## src/rtl/mult_share_arbiter.sv

```systemverilog
// mult_share_arbiter: round-robin sharing of one signed multiplier among NUM_REQ requesters,
// with operands registered before the multiplier and the product registered after it.
module Pipe_Line_Multiplier #(
    parameter int WIDTH = 8
) (
    input  logic [WIDTH-1:0]   a_i,
    input  logic [WIDTH-1:0]   b_i,
    output logic [2*WIDTH-1:0] p_o
);
    localparam int H  = WIDTH / 2;
    localparam int PW = 2 * WIDTH;
    logic signed [PW-1:0] ah, al, bh, bl;
    // high halves carry the sign, low halves are unsigned magnitudes
    always_comb begin
        ah  = PW'($signed(a_i[WIDTH-1:H]));
        bh  = PW'($signed(b_i[WIDTH-1:H]));
        al  = PW'(a_i[H-1:0]);
        bl  = PW'(b_i[H-1:0]);
        p_o = ((ah * bh) <<< (2 * H)) + ((ah * bl + al * bh) <<< H) + al * bl;
    end
endmodule

module mult_share_arbiter #(
    parameter int WIDTH   = 8,
    parameter int NUM_REQ = 4,
    parameter int ID_W    = 2
) (
    input  logic                       clk,
    input  logic                       rst_n,
    input  logic [NUM_REQ-1:0]         req_valid,
    input  logic [NUM_REQ*WIDTH-1:0]   req_a,
    input  logic [NUM_REQ*WIDTH-1:0]   req_b,
    output logic [NUM_REQ-1:0]         req_ready,
    output logic                       res_valid,
    output logic [ID_W-1:0]            res_id,
    output logic [2*WIDTH-1:0]         res_product,
    output logic                       busy
);
    logic [ID_W-1:0]    last_q, last_d, grant_id, idx;
    logic               found, xfer;
    logic               s1_v_q, s2_v_q;
    logic [ID_W-1:0]    s1_id_q, s2_id_q;
    logic [WIDTH-1:0]   s1_a_q, s1_b_q;
    logic [2*WIDTH-1:0] s2_p_q, prod;

    // first valid requester after last, wrapping modulo NUM_REQ
    always_comb begin
        found    = 1'b0;
        grant_id = '0;
        idx      = '0;
        for (int k = 1; k <= NUM_REQ; k++) begin
            idx = ID_W'((int'(last_q) + k) % NUM_REQ);
            if (!found && req_valid[idx]) begin
                found    = 1'b1;
                grant_id = idx;
            end
        end
    end

    assign xfer      = found & rst_n;
    assign req_ready = xfer ? (NUM_REQ'(1) << grant_id) : '0;
    assign last_d    = xfer ? grant_id : last_q;

    Pipe_Line_Multiplier #(.WIDTH(WIDTH)) u_mult (
        .a_i (s1_a_q),
        .b_i (s1_b_q),
        .p_o (prod)
    );

    always_ff @(posedge clk or negedge rst_n) begin
        if (!rst_n) begin
            last_q  <= ID_W'(NUM_REQ - 1);
            s1_v_q  <= 1'b0;
            s1_id_q <= '0;
            s1_a_q  <= '0;
            s1_b_q  <= '0;
            s2_v_q  <= 1'b0;
            s2_id_q <= '0;
            s2_p_q  <= '0;
        end else begin
            last_q <= last_d;
            s1_v_q <= xfer;
            if (xfer) begin
                s1_id_q <= grant_id;
                s1_a_q  <= req_a[grant_id*WIDTH +: WIDTH];
                s1_b_q  <= req_b[grant_id*WIDTH +: WIDTH];
            end
            s2_v_q  <= s1_v_q;
            s2_id_q <= s1_id_q;
            s2_p_q  <= prod;
        end
    end

    assign res_valid   = s2_v_q;
    assign res_id      = s2_id_q;
    assign res_product = s2_p_q;
    assign busy        = s1_v_q | s2_v_q;
endmodule

```

## config.mk

```make
export PLATFORM = sky130hd
export DESIGN_NAME = mult_share_arbiter
export DESIGN_NICKNAME = d
export VERILOG_FILES = /design/src/rtl/mult_share_arbiter.sv
export SDC_FILE = /design/constraint.sdc
export NUM_CORES = 1
export LEC_CHECK = 0
export ABC_AREA = 1
export BUFFER_PORTS_ARGS = -buffer_cell sky130_fd_sc_hd__buf_4
export CAP_MARGIN = 40
export CELL_PAD_IN_SITES_DETAIL_PLACEMENT = 0
export CELL_PAD_IN_SITES_GLOBAL_PLACEMENT = 1
export CORE_ASPECT_RATIO = 0.5
export CORE_MARGIN = 3
export CORE_UTILIZATION = 35
export CTS_CLUSTER_SIZE = 24
export DETAILED_ROUTE_END_ITERATION = 16
export PLACE_DENSITY_LB_ADDON = 0.1
export SETUP_SLACK_MARGIN = 0.15
export SYNTH_ARGS = -nofsm -noshare
export SYNTH_HDL_FRONTEND = slang
export SYNTH_SLANG_ARGS = --single-unit
```

## constraint.sdc

```tcl
create_clock -name clk -period 7.1 [get_ports clk]
set_input_delay 0.355 -clock clk [delete_from_list [all_inputs] [get_ports clk]]
set_output_delay 0.355 -clock clk [all_outputs]
set_load 0.03 [all_outputs]
```

==> metrics.cfg <==
[synth]
syn_area_sq_um = 5200
ys.flop_type = sky130_fd_sc_hd__dfrtp_1
post_synthesis_sequential_area_ratio_pct = 19.3
synth_enable_flop_cells = 0
synth_cell_types = 35
synth_fp_nets = 899
syn-instance-count = 726
post_synth.cell_area_avg_sq_um = 7.16
flip_flop_and_latch_count_after_synthesis = 40
synth_async_sr_flop_share_pct = 100
ys.warnings.count = 0

[clock_network]
cts.htree.levels = 2
clock-sinks = 40
numCtsBuffers = 5
post_cts.resized_instances = 0
clock_path_buffers = 2
clock_tree_from_tritoncts = done
cts_root_buf = sky130_fd_sc_hd__clkbuf_16
postCtsSetupRepairBufs = 0
clk_pin_slew_worst_paths_ns = 0.07
clock_insertion_delay_worst_skew_ns = 0.29
cts-hold-fix-buffers = 0

[sta]
timing.final.setup_violations = 0
timing.clock.skew_ns = 0.0117
final_slew_violations = 0
post-route-min-period_ns = 5.53
tns_ns = 0
final-hold-violation-count = 0
slew_headroom_pct = 63.9
tightestPinTransition_ns = 0.542
fin_crit_sh_pct = 77.8
achievable-frequency_ghz = 0.181
unrepaired_setup_endpoints_after_global_routing = no

[die]
die-area_sq_um = 16400
die-height_um = 92.2
floorplan.io_pins = 94
num_rows = 30
core_area_sq_um = 14000
die_x_extent_um = 178
initial_standard_cell_utilization_of_the_core_pct = 37.0

[route]
drt_first_iter_violations = 131
ant_nets = 0
post-route-drc-count = 0
route.final.wire_length_um = 12600
via_count = 4495
wl_per_cell_um = 12.7
drt_pre_antenna_iters = 4
drt-vias-per-instance = 4.53

[worst_setup_path]
cp-startpoint = s1_a_q[7]$_DFFE_PN0P_
criticalPathCategory = reg2reg
timing.reg2reg.worst_path_depth = 24
worstPathMaxFanout = 7
reg2reg_from = s1_a_q[7]$_DFFE_PN0P_
setup.worst_path.start_class = register
timing.critical_path.arrival_ns = 5.69
end_kind = register
critical_path_required_ns = 7.26

[global_routing]
first_global_vias = 4394
grt_max_degree = 44
grt_antenna_before_repair = 0
grt.total_usage_pct = 16.2
grt_overflow_total = 0
global_route_wire_length_before_repair_um = 21800

[min_path]
hp-class = in2async

[outcome]
result_of_the_run = completed

[cells_and_area]
final_cell_mix = 210 x sky130_fd_sc_hd__nand2_1, 133 x sky130_fd_sc_hd__inv_1, 93 x sky130_fd_sc_hd__buf_4
drive_above_1_share_pct = 16.1
fill_cells = 1496
flow.area_growth_from_synthesis_pct = 18.6
design.final.nets = 973
finalNonFillerCells = 993
mostFrequentLayoutCell = sky130_fd_sc_hd__nand2_1
antenna_cells_inserted = 0

[place]
dp_hpwl_um = 10500
final_estimated_routing_congestion_in_global_placement = 0.804
port_buffers = 93
place_inst = 985

[job]
max_cap_viol_count = 0

==> worst max-delay path, stage by stage (launching register included) <==
cell	delay (ns)
sky130_fd_sc_hd__dfrtp_1	0.46
sky130_fd_sc_hd__inv_1	0.16
sky130_fd_sc_hd__or2_2	0.32
sky130_fd_sc_hd__fa_1	0.51
sky130_fd_sc_hd__fa_1	0.58
sky130_fd_sc_hd__fa_1	0.41
sky130_fd_sc_hd__inv_1	0.07
sky130_fd_sc_hd__ha_1	0.16
sky130_fd_sc_hd__inv_1	0.05
sky130_fd_sc_hd__fa_1	0.47
sky130_fd_sc_hd__inv_1	0.04
sky130_fd_sc_hd__ha_1	0.33
sky130_fd_sc_hd__nand2_1	0.09
sky130_fd_sc_hd__nand2_1	0.05
sky130_fd_sc_hd__a21oi_1	0.20
sky130_fd_sc_hd__nor2_1	0.06
sky130_fd_sc_hd__o21ai_0	0.23
sky130_fd_sc_hd__nand2_1	0.10
sky130_fd_sc_hd__xor2_1	0.15
sky130_fd_sc_hd__ha_1	0.31
sky130_fd_sc_hd__nand2_1	0.10
sky130_fd_sc_hd__a21oi_1	0.05
sky130_fd_sc_hd__a211oi_1	0.22
sky130_fd_sc_hd__nand3_1	0.13
sky130_fd_sc_hd__xor2_1	0.16
==> through the flow <==
stage | cell area (sq um) | utilization (%) | hold slack [ns] | setup WS, ns
after floorplan | 5200 | - | 0.0594 | 2.01
after global placement | 6010 | 42.8 | 0.352 | 1.76
after detailed placement | 6020 | 42.9 | 0.364 | 1.59
after CTS | 6170 | 43.9 | 0.0589 | 1.57
after global routing | 6170 | 43.9 | 0.0838 | 1.13
final | 6170 | 43.9 | 0.0416 | 1.57
==> sequential cells by signal, indices dropped and copies added, names as in the netlist <==
signal / count
res_product: 16
s1_a_q: 8
s1_v_q: 1
res_id: 2
last_q: 2
s1_id_q: 2
s1_b_q: 8
res_valid: 1
==> logic make-up after synthesis <==
family	after synthesis	share of synthesized area, %
and+or+nand+nor	339	29.3
buffers and inverters	166	12.5
adders and majority gates	103	28.4
AOI/OAI and AO/OA	44	4.74
DFF	40	19.3
xor gates and xnor gates	34	5.73
==> final cells by class <==
| class | count | area, sq um | area share [%] |
|---|---|---|---|
| flip-flops and latches | 40 | 1000 | 16.3 |
| inverters | 139 | 522 | 8.46 |
| well taps | 192 | 240 | 3.90 |
| repair buffers | 94 | 713 | 11.6 |
| clock buffers | 6 | 129 | 2.09 |
| multi-input cells | 520 | 3550 | 57.5 |
| clock inverters | 2 | 12.5 | 0.203 |
==> cells in the mapped netlist, types with 2 or more instances <==
| cell type | count | area, sq um |
|---|---|---|
| sky130_fd_sc_hd__nor2_1 | 18 | 67.6 |
| sky130_fd_sc_hd__nand4_1 | 13 | 81.3 |
| sky130_fd_sc_hd__nand2_1 | 210 | 788 |
| sky130_fd_sc_hd__inv_2 | 6 | 22.5 |
| sky130_fd_sc_hd__nand2_4 | 2 | 22.5 |
| sky130_fd_sc_hd__clkbuf_1 | 16 | 60.1 |
| sky130_fd_sc_hd__fa_1 | 25 | 500 |
| sky130_fd_sc_hd__dfstp_2 | 2 | 52.6 |
| sky130_fd_sc_hd__inv_1 | 133 | 499 |
| sky130_fd_sc_hd__or2_0 | 6 | 37.5 |
| sky130_fd_sc_hd__nand3b_1 | 17 | 128 |
| sky130_fd_sc_hd__xnor2_1 | 15 | 131 |
| sky130_fd_sc_hd__o21ai_1 | 2 | 10.0 |
| sky130_fd_sc_hd__xor2_1 | 19 | 166 |
| sky130_fd_sc_hd__or2_2 | 11 | 68.8 |
| sky130_fd_sc_hd__a21oi_1 | 26 | 130 |
| sky130_fd_sc_hd__nand2_2 | 3 | 18.8 |
| sky130_fd_sc_hd__nor3_1 | 3 | 15.0 |
| sky130_fd_sc_hd__buf_4 | 2 | 15.0 |
| sky130_fd_sc_hd__buf_2 | 8 | 40.0 |
| sky130_fd_sc_hd__dfrtp_1 | 38 | 951 |
| sky130_fd_sc_hd__a21o_1 | 2 | 15.0 |
| sky130_fd_sc_hd__o21ai_0 | 7 | 35.0 |
| sky130_fd_sc_hd__nand3_1 | 53 | 265 |
| sky130_fd_sc_hd__nor2_4 | 2 | 22.5 |
| sky130_fd_sc_hd__ha_1 | 78 | 976 |
==> worst paths after layout <==
check                                       endpoint  slack, ns
min in group clk                 res_valid$_DFF_PN0_       0.37
setup / recovery           res_product[14]$_DFF_PN0_       1.57
hold / removal              res_product[6]$_DFF_PN0_       0.04
setup reg to reg           res_product[14]$_DFF_PN0_       1.57
hold reg to reg                  res_valid$_DFF_PN0_       0.37
max in group asynchronous      last_q[1]$_DFFE_PN1P_       6.66
==> routing by layer <==
metal | GRT usage [%] | wire length [um] | vias up
met4 | 1.75 | 53 | 0
li1 | - | - | 2400
met1 | 24.4 | 6790 | 2010
met3 | 4.09 | 675 | 6
met2 | 23.8 | 5070 | 79
met5 | 0 | 0 | -
Power is left out: the tool's default activity adds up to more than one toggle a clock period on the data nets, which glitch-free logic cannot reach.
